==> config.mk <==
export PLATFORM = sky130hd
export DESIGN_NAME = rv32i_dmem_bridge
export DESIGN_NICKNAME = d
export VERILOG_FILES = /design/src/rtl/rv32i_dmem_bridge.sv
export SDC_FILE = /design/constraint.sdc
export NUM_CORES = 1
export LEC_CHECK = 0
export ABC_CLOCK_PERIOD_IN_PS = 2240
export BUFFER_PORTS_ARGS = -buffer_cell sky130_fd_sc_hd__buf_2
export CAP_MARGIN = 20
export CELL_PAD_IN_SITES_DETAIL_PLACEMENT = 1
export CELL_PAD_IN_SITES_GLOBAL_PLACEMENT = 2
export CORE_MARGIN = 2
export CORE_UTILIZATION = 25
export CTS_CLUSTER_DIAMETER = 40
export DETAILED_ROUTE_END_ITERATION = 12
export GPL_TIMING_DRIVEN = 0
export PLACE_DENSITY = 0.81
export SETUP_SLACK_MARGIN = 0.05
export SYNTH_ARGS = -nofsm -noshare
export SYNTH_HDL_FRONTEND = slang
export SYNTH_SLANG_ARGS = --single-unit
==> constraint.sdc <==
create_clock -name clk -period 2.24 [get_ports clk]
set_input_delay 0.112 -clock clk [delete_from_list [all_inputs] [get_ports clk]]
set_output_delay 0.112 -clock clk [all_outputs]
set_load 0.01 [all_outputs]
==> src/rtl/rv32i_dmem_bridge.sv <==
// Data-memory bridge: turns single-cycle execute-stage load/store strobes into
// wait-stated Avalon-MM transactions, stalling the pipeline until each completes.
module rv32i_dmem_bridge #(
  parameter int unsigned TIMEOUT_CYCLES = 255,
  parameter logic [31:0] ERR_RDATA      = 32'h0000_0000
) (
  input  logic        clk,
  input  logic        reset,
  input  logic        load,
  input  logic        store,
  input  logic [31:0] addr,
  input  logic [3:0]  st_be,
  input  logic [31:0] wdata,
  output logic [31:0] ld_data,
  output logic        ld_valid,
  output logic        stall,
  output logic        bus_err,
  output logic [31:0] avm_address,
  output logic [3:0]  avm_byteenable,
  output logic        avm_write,
  output logic [31:0] avm_writedata,
  output logic        avm_read,
  input  logic        avm_waitrequest,
  input  logic [31:0] avm_readdata,
  input  logic        avm_readdatavalid
);

  localparam int unsigned CNT_W = 16;
  localparam logic [CNT_W-1:0] CNT_MAX = '1;
  localparam logic [CNT_W-1:0] CNT_LIMIT = CNT_W'(TIMEOUT_CYCLES - 1);

  typedef enum logic [1:0] {
    IDLE    = 2'd0,
    WR_REQ  = 2'd1,
    RD_REQ  = 2'd2,
    RD_DATA = 2'd3
  } state_t;

  state_t           state, state_nxt;
  logic [CNT_W-1:0] tmo_cnt, tmo_cnt_nxt;
  logic [31:0]      avm_address_nxt, avm_writedata_nxt, ld_data_nxt;
  logic [3:0]       avm_byteenable_nxt;
  logic             avm_read_nxt, avm_write_nxt, ld_valid_nxt, bus_err_nxt;
  logic             tmo_hit;
  logic [31:0]      addr_word;

  // tmo_cnt counts the busy cycles already spent in the current state, so the
  // current cycle is the TIMEOUT_CYCLES-th one when it equals TIMEOUT_CYCLES-1.
  assign tmo_hit   = (tmo_cnt >= CNT_LIMIT);
  assign addr_word = addr & 32'hFFFF_FFFC;
  assign stall     = (state != IDLE);

  always_comb begin
    state_nxt          = state;
    avm_address_nxt    = avm_address;
    avm_byteenable_nxt = avm_byteenable;
    avm_writedata_nxt  = avm_writedata;
    avm_read_nxt       = avm_read;
    avm_write_nxt      = avm_write;
    ld_data_nxt        = ld_data;
    ld_valid_nxt       = 1'b0;
    bus_err_nxt        = 1'b0;
    tmo_cnt_nxt        = (tmo_cnt == CNT_MAX) ? tmo_cnt : tmo_cnt + CNT_W'(1);

    unique case (state)
      IDLE: begin
        tmo_cnt_nxt = '0;
        if (store) begin
          avm_address_nxt    = addr_word;
          avm_byteenable_nxt = st_be;
          avm_writedata_nxt  = wdata;
          avm_write_nxt      = 1'b1;
          state_nxt          = WR_REQ;
        end else if (load) begin
          avm_address_nxt    = addr_word;
          avm_byteenable_nxt = 4'hF;
          avm_read_nxt       = 1'b1;
          state_nxt          = RD_REQ;
        end
      end
      WR_REQ: begin
        if (!avm_waitrequest) begin
          avm_write_nxt = 1'b0;
          state_nxt     = IDLE;
        end else if (tmo_hit) begin
          avm_write_nxt = 1'b0;
          bus_err_nxt   = 1'b1;
          state_nxt     = IDLE;
        end
      end
      RD_REQ: begin
        // An accepted request is progress, so it outranks a coincident timeout.
        if (!avm_waitrequest) begin
          avm_read_nxt = 1'b0;
          if (avm_readdatavalid) begin
            ld_data_nxt  = avm_readdata;
            ld_valid_nxt = 1'b1;
            state_nxt    = IDLE;
          end else begin
            tmo_cnt_nxt = '0;
            state_nxt   = RD_DATA;
          end
        end else if (tmo_hit) begin
          avm_read_nxt = 1'b0;
          ld_data_nxt  = ERR_RDATA;
          ld_valid_nxt = 1'b1;
          bus_err_nxt  = 1'b1;
          state_nxt    = IDLE;
        end
      end
      RD_DATA: begin
        if (avm_readdatavalid) begin
          ld_data_nxt  = avm_readdata;
          ld_valid_nxt = 1'b1;
          state_nxt    = IDLE;
        end else if (tmo_hit) begin
          ld_data_nxt  = ERR_RDATA;
          ld_valid_nxt = 1'b1;
          bus_err_nxt  = 1'b1;
          state_nxt    = IDLE;
        end
      end
      default: state_nxt = IDLE;
    endcase
  end

  always_ff @(posedge clk) begin
    if (reset) begin
      state          <= IDLE;
      tmo_cnt        <= '0;
      avm_address    <= '0;
      avm_byteenable <= '0;
      avm_writedata  <= '0;
      avm_read       <= 1'b0;
      avm_write      <= 1'b0;
      ld_data        <= '0;
      ld_valid       <= 1'b0;
      bus_err        <= 1'b0;
    end else begin
      state          <= state_nxt;
      tmo_cnt        <= tmo_cnt_nxt;
      avm_address    <= avm_address_nxt;
      avm_byteenable <= avm_byteenable_nxt;
      avm_writedata  <= avm_writedata_nxt;
      avm_read       <= avm_read_nxt;
      avm_write      <= avm_write_nxt;
      ld_data        <= ld_data_nxt;
      ld_valid       <= ld_valid_nxt;
      bus_err        <= bus_err_nxt;
    end
  end

  // Upstream must never present load and store together; store wins if it does.
  a_no_collide: assert property (@(posedge clk) disable iff (reset)
    (state == IDLE) |-> !(load && store))
    else $warning("rv32i_dmem_bridge: load and store strobed together, load dropped");

endmodule

# Word-level counts from Yosys, hierarchy flattened
# Index checks and enable logic that the tools add are counted.
classes:
  mux: 36
  n_eq_ne: 11
  n_addsub: 1
  magnitude_cmp: 1
  reduce_logical: 12
op_table:
  columns: ["cell", "count"]
  rows:
  - ["two-way mux 32 bit", 6]
  - ["case mux 32 bit (2 select lines)", 1]
  - ["two-way mux 16 bit", 3]
  - ["case mux 16 bit (2 select lines)", 1]
  - ["adder 16 x 1 -> 16 bit, second input constant", 1]
  - ["equality test 16 bit, second input constant", 1]
  - ["greater-or-equal comparator 16 x 8 -> 1 bit, second input constant", 1]
  - ["two-way mux 2 bit", 7]
  - ["!= test 3 bit, second input constant", 4]
  - ["two-way mux 1 bit", 11]
  - ["nonzero test 2 bit", 5]
  - ["two-way mux 4 bit", 2]
  - ["case mux 1 bit (2 select lines)", 4]
  - ["case mux 2 bit (4 select lines)", 1]
  - ["!= test 2 bit, second input constant", 3]
  - ["AND reduction 2 bit", 3]
  - ["equality test 2 bit, second input constant", 2]
  - ["AND reduction 4 bit", 1]
  - ["AND reduction 3 bit", 1]
  - ["equality test 2 x 1 -> 1 bit, second input constant", 1]
  - ["zero test 2 bit", 1]
  - ["OR reduction 2 bit", 1]
totals:
  in_bits: 106
  out_inout_bits: 105
  ff_bits: 122

# Longest topological paths before layout
# Gate-level depths: netlist of run 1.
logic_depth:
  word_depth: 5
  ltp_mapped: 8

# Worst setup path after synthesis of run 1
# OpenSTA, ideal clock, no wires.
synth_timing:
  path_kind: "reg-to-reg"
  from: "register tmo_cnt[1]"
  to: "register ld_data[0]"
  required_ns: 2.123
  path_stages_with_launch: 7
  t_arrival_ns: 1.645
  slack_ns: 0.478
  path_cell_list: "dfxtp_1 -> ha_1 -> o211ai_1 -> o211a_1 -> o311a_4 -> buf_6 -> a22o_1"
synth_via:
  elab_chain_cells: 4
  word_cells_on_any_way: 5
synth_rtl:
  columns: ["item", "line_no", "text"]
  rows:
  - ["start, declared", "40", "logic [CNT_W-1:0] tmo_cnt, tmo_cnt_nxt;"]
  - ["start signal, assigned", "141", "tmo_cnt <= tmo_cnt_nxt;"]
  - ["greater-or-equal comparator 16 x 8 -> 1 bit (*)", "49", "assign tmo_hit = (tmo_cnt >= CNT_LIMIT);"]
  - ["two-way mux 32 bit (*)", null, null]
  - ["two-way mux 32 bit (on tied branches)", null, null]
  - ["case mux 32 bit (2 select lines) (*)", null, null]
  - ["end signal, assigned", "147", "ld_data <= ld_data_nxt;"]
  - ["end, declared", "14", "output logic [31:0] ld_data,"]
# Mark *: on every way between the ends. The rest lies on a longest branch, timed or not.
# A chain may end at the register's enable or synchronous reset.

# Worst setup path in the final report of run 1
layout_timing:
  from: "register tmo_cnt[1]"
  to: "register ld_data[1]"
# The elaborated chain is that of the path after synthesis.

==> results.py, run 1 <==
metrics = {
    "detailed_routing": {
        "route.met2.wl_um": 8490,
        "routed.top_layer": "met5",
        "wl_met1_um": 6800,
        "wl_met3_um": 1060,
        "drt_iter0_markers": 165,
        "detail-route-antenna-nets": 0,
        "dr.pass1.iters": 4,
        "num_vias": 4920,
        "wl_um": 16700,
        "post_drt_wl_per_cell_um": 15.7,
        "vias_per_cell": 4.63,
        "drc_errors": 0,
    },
    "synthesis": {
        "ys_warn_count": 0,
        "syn_area_per_cell_um2": 8.88,
        "netlist_instances": 502,
        "yosys_most_used_dff": "dfxtp_1",
        "synth-seq-area-share_pct": 53.9,
        "yosysUniqueCellTypes": 41,
        "syn_area_um2": 4460,
        "ys_ff_latch": 120,
        "synth_edf_count": 0,
        "async_flop_share_pct": 0,
    },
    "placement": {
        "gp_congestion": 0.798,
        "port_buffers": 205,
        "dp_hpwl_um": 11200,
    },
    "cts": {
        "clock_sinks": 120,
        "clk_path_buf_depth": 2,
        "path_clk_slew_ps": 60,
        "insertion_delay_ps": 410,
        "root_buffer": "clkbuf_16",
        "h-tree-depth": 4,
        "cts_tree": "yes",
        "cts-buffers-inserted": 17,
    },
    "sta": {
        "setup_viol": 0,
        "max_freq_ghz": 0.496,
        "hold_viol_final": 0,
        "fin_tns_setup_ps": 0,
        "period_needed_ps": 2010,
        "relSlewSlack_pct": 55.1,
        "rsz0062_at_grt": "no",
        "skew_ps": 10.8,
        "final.period_utilization_pct": 89.9,
        "slew_viol_final": 0,
        "tightest_slew_ps": 668,
    },
    "global_routing": {
        "grt_pass1_wl_um": 26200,
        "grt_pass1_vias": 5255,
        "grt_overflow": 0,
        "grt_max_degree": 17,
        "antenna_found_initial": 3,
        "grt_usage_pct": 17.8,
    },
    "final_layout": {
        "drive_gt1_share_pct": 31.1,
        "area_delta_synth_final_pct": 65.8,
        "final_cell_mix": "buf_2, nand2_1, dfxtp_1, dlygate4sd3_1, a21oi_1",
        "fillers": 2024,
        "nets": 936,
        "final_common_cell": "buf_2",
    },
    "run_status": {
        "status": "completed",
    },
    "critical_path": {
        "cp-start-kind": "register",
        "r2r_end": "ld_data[1]",
        "critPathKind": "register to register",
        "endpoint": "ld_data[1]",
        "end_kind": "register",
        "rrSetupSlack_ps": 230,
        "r2r_start": "tmo_cnt[1]",
        "path_max_fanout": 10,
        "critPathLaunch": "tmo_cnt[1]",
        "rr_worst_depth": 6,
        "worst_ep_arrival_time_ps": 2320,
        "cp.required_ps": 2540,
    },
    "min_path": {
        "hp-class": "input port to register",
        "min_path_cells": 3,
    },
    "floorplan": {
        "ios": 211,
        "dieWidth_um": 138,
        "placement_rows": 48,
        "die_area_um2": 18900,
        "die_y_um": 138,
        "start_util_pct": 25.7,
        "fp.coreArea_um2": 17400,
    },
    "run": {
        "drv_cap": 0,
    },
    "power": {
        "power_density_nw_per_um2": 823,
        "p_leak_uw": 0.00335,
        "p_total_uw": 6090,
        "peakVddDrop_mv": 0.551,
    },
}
==> layer usage <==
metal / vias to the layer above / global-route usage [%]
met5: - / 0
met4: 2 / 8.02
met3: 28 / 5.33
met2: 163 / 31.7
met1: 2331 / 19.4
li1: 2396 / -
==> stage by stage <==
stage	area [um^2]	cells	hold WS (ps)	setup WS [ps]	util, %
after floorplan	4460	503	237	478	-
after global placement	5770	933	322	23.0	33.2
after detailed placement	5770	933	327	-146	33.2
after CTS	7380	1061	30.8	95.0	42.5
after global routing	7390	1062	64.0	59.1	42.6
final	7390	1062	42.5	226	42.6
==> cell families (layout without fill, tap and decap cells) <==
group,after synthesis,in the layout,synth area share [%]
simple gates,188,188,18.8
flops,120,120,53.9
buf+inv,43,375,4.41
fa+ha+maj,6,6,1.68
other cells,1,4,0.0841
xor+xnor,3,3,0.589
compound gates,141,141,20.5
==> power breakdown <==
group,switching [uW],internal (uW)
Clock,951,1930
Combinational,466,398
Sequential,76.2,2270
==> synth_stat cells (4+ instances only) <==
| master | number | area, um^2 |
|---|---|---|
| a211oi_1 | 4 | 30.0 |
| a21oi_1 | 77 | 385 |
| a22o_1 | 32 | 280 |
| clkbuf_1 | 26 | 97.6 |
| dfxtp_1 | 120 | 2400 |
| ha_1 | 6 | 75.1 |
| inv_1 | 10 | 37.5 |
| nand2_1 | 132 | 495 |
| nand3_1 | 5 | 25.0 |
| nand4_1 | 7 | 43.8 |
| nor2_1 | 11 | 41.3 |
| nor3_1 | 4 | 20.0 |
| nor4_1 | 5 | 31.3 |
| o21ai_0 | 10 | 50.1 |
| o221a_2 | 4 | 45.0 |
| or3_1 | 6 | 37.5 |
==> registers in the layout (all words and copies together) (netlist names) <==
| name | cells |
|---|---|
| avm_writedata | 32 |
| avm_address | 30 |
| bus_err | 1 |
| ld_data | 32 |
| avm_write | 1 |
| avm_byteenable | 4 |
| state | 2 |
| tmo_cnt | 16 |
| ld_valid | 1 |
| avm_read | 1 |
==> how the worst min path moves through the flow <==
stage | from | endpoint | slack, ps
after floorplan | avm_readdata[0] | ld_data[0] | 240
after global placement | avm_readdata[30] | ld_data[30] | 320
after detailed placement | avm_readdata[18] | ld_data[18] | 330
after CTS | avm_waitrequest | avm_write | 30
after global routing | avm_waitrequest | avm_write | 60
final | avm_waitrequest | avm_write | 40
==> worst max-delay path, cell delays in order, from the launching register on <==
cell	delay [ps]
dfxtp_1	430
ha_1	210
o211ai_1	110
o211a_1	310
o311a_4	450
buf_6	150
a22o_1	240
==> layout make-up <==
cell class                 count  area [um^2]  share of cell area [%]
tap                          225          282                    3.81
clock inverter                 9          148                    2.00
buffer                        32          166                    2.25
sequential                   120         2400                    32.5
multi-input combinational    340         1880                    25.4
timing repair buffer         303         2010                    27.1
inverter                      10         37.5                   0.508
antenna                        2         5.00                  0.0677
clock buffer                  21          470                    6.36
==> timing repair <==
item	4_1_cts	5_1_grt
pin swaps	0	1
buffers inserted	0	0
hold buffers	98	0
setup endpoints to repair	40	101
gates resized for setup	5	14
hold endpoints to repair	98	0
Note: power is estimated with default switching activity, not from simulation.
==> inputs of run 2 (changes only) <==
--- a/config.mk
+++ b/config.mk
@@ -20,3 +20,4 @@
 export SYNTH_ARGS = -nofsm -noshare
 export SYNTH_HDL_FRONTEND = slang
 export SYNTH_SLANG_ARGS = --single-unit
+export TNS_END_PERCENT = 50
==> constraint.sdc (replaced) <==
create_clock -name clk -period 2.24 [get_ports clk]
set_input_delay 0.112 -clock clk [delete_from_list [all_inputs] [get_ports clk]]
set_output_delay 0.112 -clock clk [all_outputs]
set_load 0.1 [all_outputs]
==> run 2 against run 1 <==
Clock skew about the same. Final area is 0.49% lower. Register-to-register slack got worse by 60 ps. Hold slack better by 14 ps. Critical path type unchanged. Largest power group unchanged. Highest routed layer is now met4.
==> results.py, run 2 (same netlist as run 1, synthesis figures left out) <==
metrics = {
    "global_routing": {
        "busiest_layer": "met2",
        "grt_pass1_vias": 5169,
        "grt_pass1_wl_um": 26100,
        "grt_overflow": 0,
        "grt_max_degree": 17,
        "met3_usage_pct": 5.74,
        "antenna_found_initial": 0,
        "met1_usage_pct": 19.8,
        "grtUsageMet2_pct": 32.3,
        "grt_usage_pct": 18.1,
    },
    "final_layout": {
        "nets": 936,
        "instances_no_fill": 1062,
        "drive_gt1_share_pct": 30.9,
        "final_cell_mix": "buf_2, nand2_1, dfxtp_1, dlygate4sd3_1, a21oi_1",
        "biggestRegsByFlops": "avm_writedata (32), ld_data (32), avm_address (30)",
        "area_delta_synth_final_pct": 65.0,
        "fillers": 2062,
        "n_antenna_cell": 0,
        "final_common_cell": "buf_2",
        "final_core_util_pct": 42.4,
    },
    "power": {
        "p_leak_uw": 0.00331,
        "p_total_uw": 6700,
        "power_density_nw_per_um2": 911,
        "peakVddDrop_mv": 0.545,
    },
    "min_path": {
        "hp-class": "input port to register",
        "hold_start": "avm_waitrequest",
    },
    "critical_path": {
        "cp.required_ps": 2500,
        "critPathKind": "register to register",
        "worst_ep_arrival_time_ps": 2330,
        "end_kind": "register",
        "cp-start-kind": "register",
        "critPathLaunch": "state[0]",
        "r2r_start": "state[0]",
        "path_max_fanout": 10,
    },
    "floorplan": {
        "die_y_um": 138,
        "die_area_um2": 18900,
        "fp.coreArea_um2": 17400,
        "start_util_pct": 25.7,
        "dieWidth_um": 138,
        "ios": 211,
        "placement_rows": 48,
    },
    "placement": {
        "port_buffers": 205,
        "dp.cells": 933,
        "dp_hpwl_um": 11500,
        "gp_congestion": 0.791,
    },
    "cts": {
        "cts-buffers-inserted": 17,
        "root_buffer": "clkbuf_16",
        "cts_tree": "yes",
        "path_clk_slew_ps": 50,
        "insertion_delay_ps": 410,
        "clock_sinks": 120,
        "h-tree-depth": 4,
        "clk_path_buf_depth": 2,
    },
    "sta": {
        "hold_viol_final": 0,
        "fin_tns_setup_ps": 0,
        "whs_ps": 56.7,
        "slew_viol_final": 0,
        "period_needed_ps": 2070,
        "max_freq_ghz": 0.483,
        "final.period_utilization_pct": 92.4,
        "rsz0062_at_grt": "yes",
        "setup_viol": 0,
        "relSlewSlack_pct": 60.9,
        "tightest_slew_ps": 587,
        "skew_ps": 10.9,
    },
    "detailed_routing": {
        "post_drt_wl_per_cell_um": 16.1,
        "drc_errors": 0,
        "wl_um": 17100,
        "dr.pass1.iters": 4,
        "drt_iter0_markers": 138,
        "detail-route-antenna-nets": 0,
        "num_vias": 4864,
        "vias_per_cell": 4.58,
    },
    "run": {
        "drv_cap": 0,
    },
    "run_status": {
        "status": "completed",
    },
}
[run 2: worst max-delay path: stages, from the launching register on]
cell	delay, ps
dfxtp_1	350
inv_1	100
ha_1	270
nor3b_2	360
a211o_1	310
clkbuf_1	440
a21oi_1	100
[run 2: through the flow]
stage          area [um^2]  worst slack [ps]
2_1_floorplan         4470              66.2
3_3_place_gp          5780              33.7
3_5_place_dp          5780             -1.20
4_1_cts               7340              36.0
5_1_grt               7360             -12.1
6_report              7360               171
[run 2: layout make-up]
class                      instances  area, um^2  share of cell area, %
clock buffer                      21         450                   6.12
multi-input combinational        340        1890                   25.7
clock inverter                    11         124                   1.68
timing repair buffer             303        2010                   27.3
sequential                       120        2400                   32.7
tap                              225         282                   3.83
buffer                            32         161                   2.19
inverter                          10        41.3                  0.561
[run 2: worst paths after layout]
| check | endpoint | slack, ps | cells after the start |
|---|---|---|---|
| worst max-delay path | tmo_cnt[10] | 170 | 6 |
| worst min-delay path | avm_write | 60 | 3 |
| worst max register to register | tmo_cnt[10] | 170 | 6 |
| worst min register to register | avm_address[27] | 450 | 2 |
[run 2: power by group]
part           switching (uW)  leakage, uW  internal (uW)
registers                72.3     0.000980           2270
logic                    1320      0.00205            398
clock network             979     0.000273           1670
[run 2: timing repair]
item,CTS,global route
hold endpoints to repair,98,0
setup endpoints to repair,11,101
resized for setup,1,15
setup buffers,0,0
hold buffers,98,0
pin swaps,0,1
[run 2: per-layer routing]
metal / part of all wire (%) / vias to the layer above
met3: 7.3 / 20
met2: 50 / 182
met4: 1.8 / 0
li1: - / 2390
met1: 41 / 2272
met5: 0 / -
==> inputs of run 3 (changes only) <==
--- a/config.mk
+++ b/config.mk
@@ -10,12 +10,13 @@
 export CAP_MARGIN = 20
 export CELL_PAD_IN_SITES_DETAIL_PLACEMENT = 1
 export CELL_PAD_IN_SITES_GLOBAL_PLACEMENT = 2
-export CORE_MARGIN = 2
-export CORE_UTILIZATION = 25
+export CORE_MARGIN = 1
+export CORE_UTILIZATION = 26
+export CTS_BUF_LIST = sky130_fd_sc_hd__clkbuf_8
 export CTS_CLUSTER_DIAMETER = 40
 export DETAILED_ROUTE_END_ITERATION = 12
 export GPL_TIMING_DRIVEN = 0
-export PLACE_DENSITY = 0.81
+export PLACE_DENSITY = 0.84
 export SETUP_SLACK_MARGIN = 0.05
 export SYNTH_ARGS = -nofsm -noshare
 export SYNTH_HDL_FRONTEND = slang
==> run 3 against run 2 <==
Wire length decreased by 1.7%. Clock skew grew 4.1 ps. Count of clock-buffer cells in the layout shrank 4. Register-to-register slack gained 70 ps. First-iteration DRC count increased by 9.4%.
==> results.py, run 3 (same netlist as run 1, synthesis figures left out) <==
metrics = {
    "final_layout": {
        "n_antenna_cell": 0,
        "final_cell_mix": "buf_2, nand2_1, dfxtp_1, dlygate4sd3_1, a21oi_1",
        "instances_no_fill": 1059,
        "fillers": 1974,
        "nets": 938,
        "area_delta_synth_final_pct": 60.5,
        "final_common_cell": "buf_2",
        "design_area_um2": 7160,
        "biggestRegsByFlops": "avm_writedata (32), ld_data (32), avm_address (30)",
        "drive_gt1_share_pct": 31.3,
    },
    "critical_path": {
        "worst_ep_arrival_time_ps": 1930,
        "cp-start-kind": "register",
        "r2r_end": "ld_data[24]",
        "rr_worst_depth": 5,
        "cp.required_ps": 2130,
        "r2r_start": "tmo_cnt[4]",
        "critPathLaunch": "state[0]",
        "endpoint": "stall",
        "rrSetupSlack_ps": 240,
        "end_kind": "primary output",
        "critPathKind": "register to primary output",
        "path_max_fanout": 8,
    },
    "cts": {
        "h-tree-depth": 4,
        "cts_tree": "yes",
        "cts-buffers-inserted": 17,
        "path_clk_slew_ps": 70,
        "clk_path_buf_depth": 2,
        "clock_sinks": 120,
        "insertion_delay_ps": 430,
        "root_buffer": "clkbuf_8",
    },
    "detailed_routing": {
        "drt_iter0_markers": 151,
        "dr.pass1.iters": 4,
        "wl_um": 16800,
        "drc_errors": 0,
        "post_drt_wl_per_cell_um": 15.8,
        "num_vias": 4899,
        "vias_per_cell": 4.63,
        "detail-route-antenna-nets": 0,
    },
    "min_path": {
        "min_path_cells": 4,
        "hp-class": "input port to register",
    },
    "placement": {
        "dp_slack_ps": -97.4,
        "dp_hpwl_um": 10900,
        "gp_congestion": 0.829,
        "placed_cell_area_um2": 5770,
        "port_buffers": 205,
        "dp.cells": 928,
    },
    "floorplan": {
        "ios": 211,
        "placement_rows": 47,
        "die_area_um2": 17700,
        "dieWidth_um": 133,
        "start_util_pct": 26.8,
        "fp.coreArea_um2": 16600,
        "die_y_um": 133,
    },
    "sta": {
        "fin_ws_ps": 200,
        "max_freq_ghz": 0.490,
        "skew_ps": 15.0,
        "slew_viol_final": 0,
        "tightest_slew_ps": 613,
        "hold_viol_final": 0,
        "rsz0062_at_grt": "yes",
        "setup_viol": 0,
        "final.period_utilization_pct": 91.1,
        "whs_ps": 53.0,
        "relSlewSlack_pct": 58.8,
        "fin_tns_setup_ps": 0,
        "period_needed_ps": 2040,
    },
    "global_routing": {
        "grt_pass1_vias": 5295,
        "grt_overflow": 0,
        "grt_usage_pct": 19.3,
        "grt_pass1_wl_um": 26800,
        "grt_max_degree": 17,
        "antenna_found_initial": 0,
    },
    "power": {
        "p_leak_uw": 0.00325,
        "power_density_nw_per_um2": 828,
        "peakVddDrop_mv": 0.395,
    },
    "run_status": {
        "status": "completed",
    },
    "run": {
        "drv_cap": 0,
    },
}
-- run 3: worst min-delay path by stage --
stage | from | endpoint | slack (ps)
4_1_cts | load | state[0] | 9
5_1_grt | load | state[0] | 50
3_3_place_gp | avm_readdata[1] | ld_data[1] | 320
3_5_place_dp | avm_readdata[21] | ld_data[21] | 330
2_1_floorplan | avm_readdata[0] | ld_data[0] | 240
6_report | load | state[0] | 50
-- run 3: critical path, stage by stage, from the launching register on --
cell and delay (ps):
dfxtp_1 430, inv_1 100, ha_1 210, clkbuf_2 170, clkinvlp_4 150, buf_2 450
-- run 3: cell type report --
type,instances,area [um^2],share of cell area (%)
Buffer,33,173,2.41
Clock inverter,15,139,1.94
Clock buffer,17,234,3.27
Inverter,10,41.3,0.577
Tap cell,220,275,3.85
Timing Repair Buffer,304,2020,28.2
Multi-Input combinational cell,340,1880,26.2
Sequential cell,120,2400,33.6
-- run 3: what timing repair did --
| item | in CTS | in global routing |
|---|---|---|
| cloned | 0 | 0 |
| endpoints found under the hold margin | 99 | 0 |
| gates resized for setup | 2 | 22 |
| pin swaps | 0 | 1 |
| buffers inserted | 0 | 0 |
| setup endpoints to repair | 34 | 102 |
| hold buffers | 99 | 0 |
-- run 3: report_power, final --
part           total, uW  internal, uW  switching [uW]
registers           2330          2260            72.0
clock network       1870           973             901
logic               1720           401            1320
total               5920          3640            2290
-- run 3: per-stage QoR --
step	util, %	power, uW
final	43.0	5920
after global routing	43.0	6200
after CTS	42.9	5980
after detailed placement	34.7	3940
after global placement	34.7	3910
after floorplan	-	3600
-- run 3: layer usage --
metal	GRT usage (%)	part of all wire (%)
met5	0	0
met3	4.48	5.5
met1	21.3	41
met2	35.5	51
met4	7.73	2.0
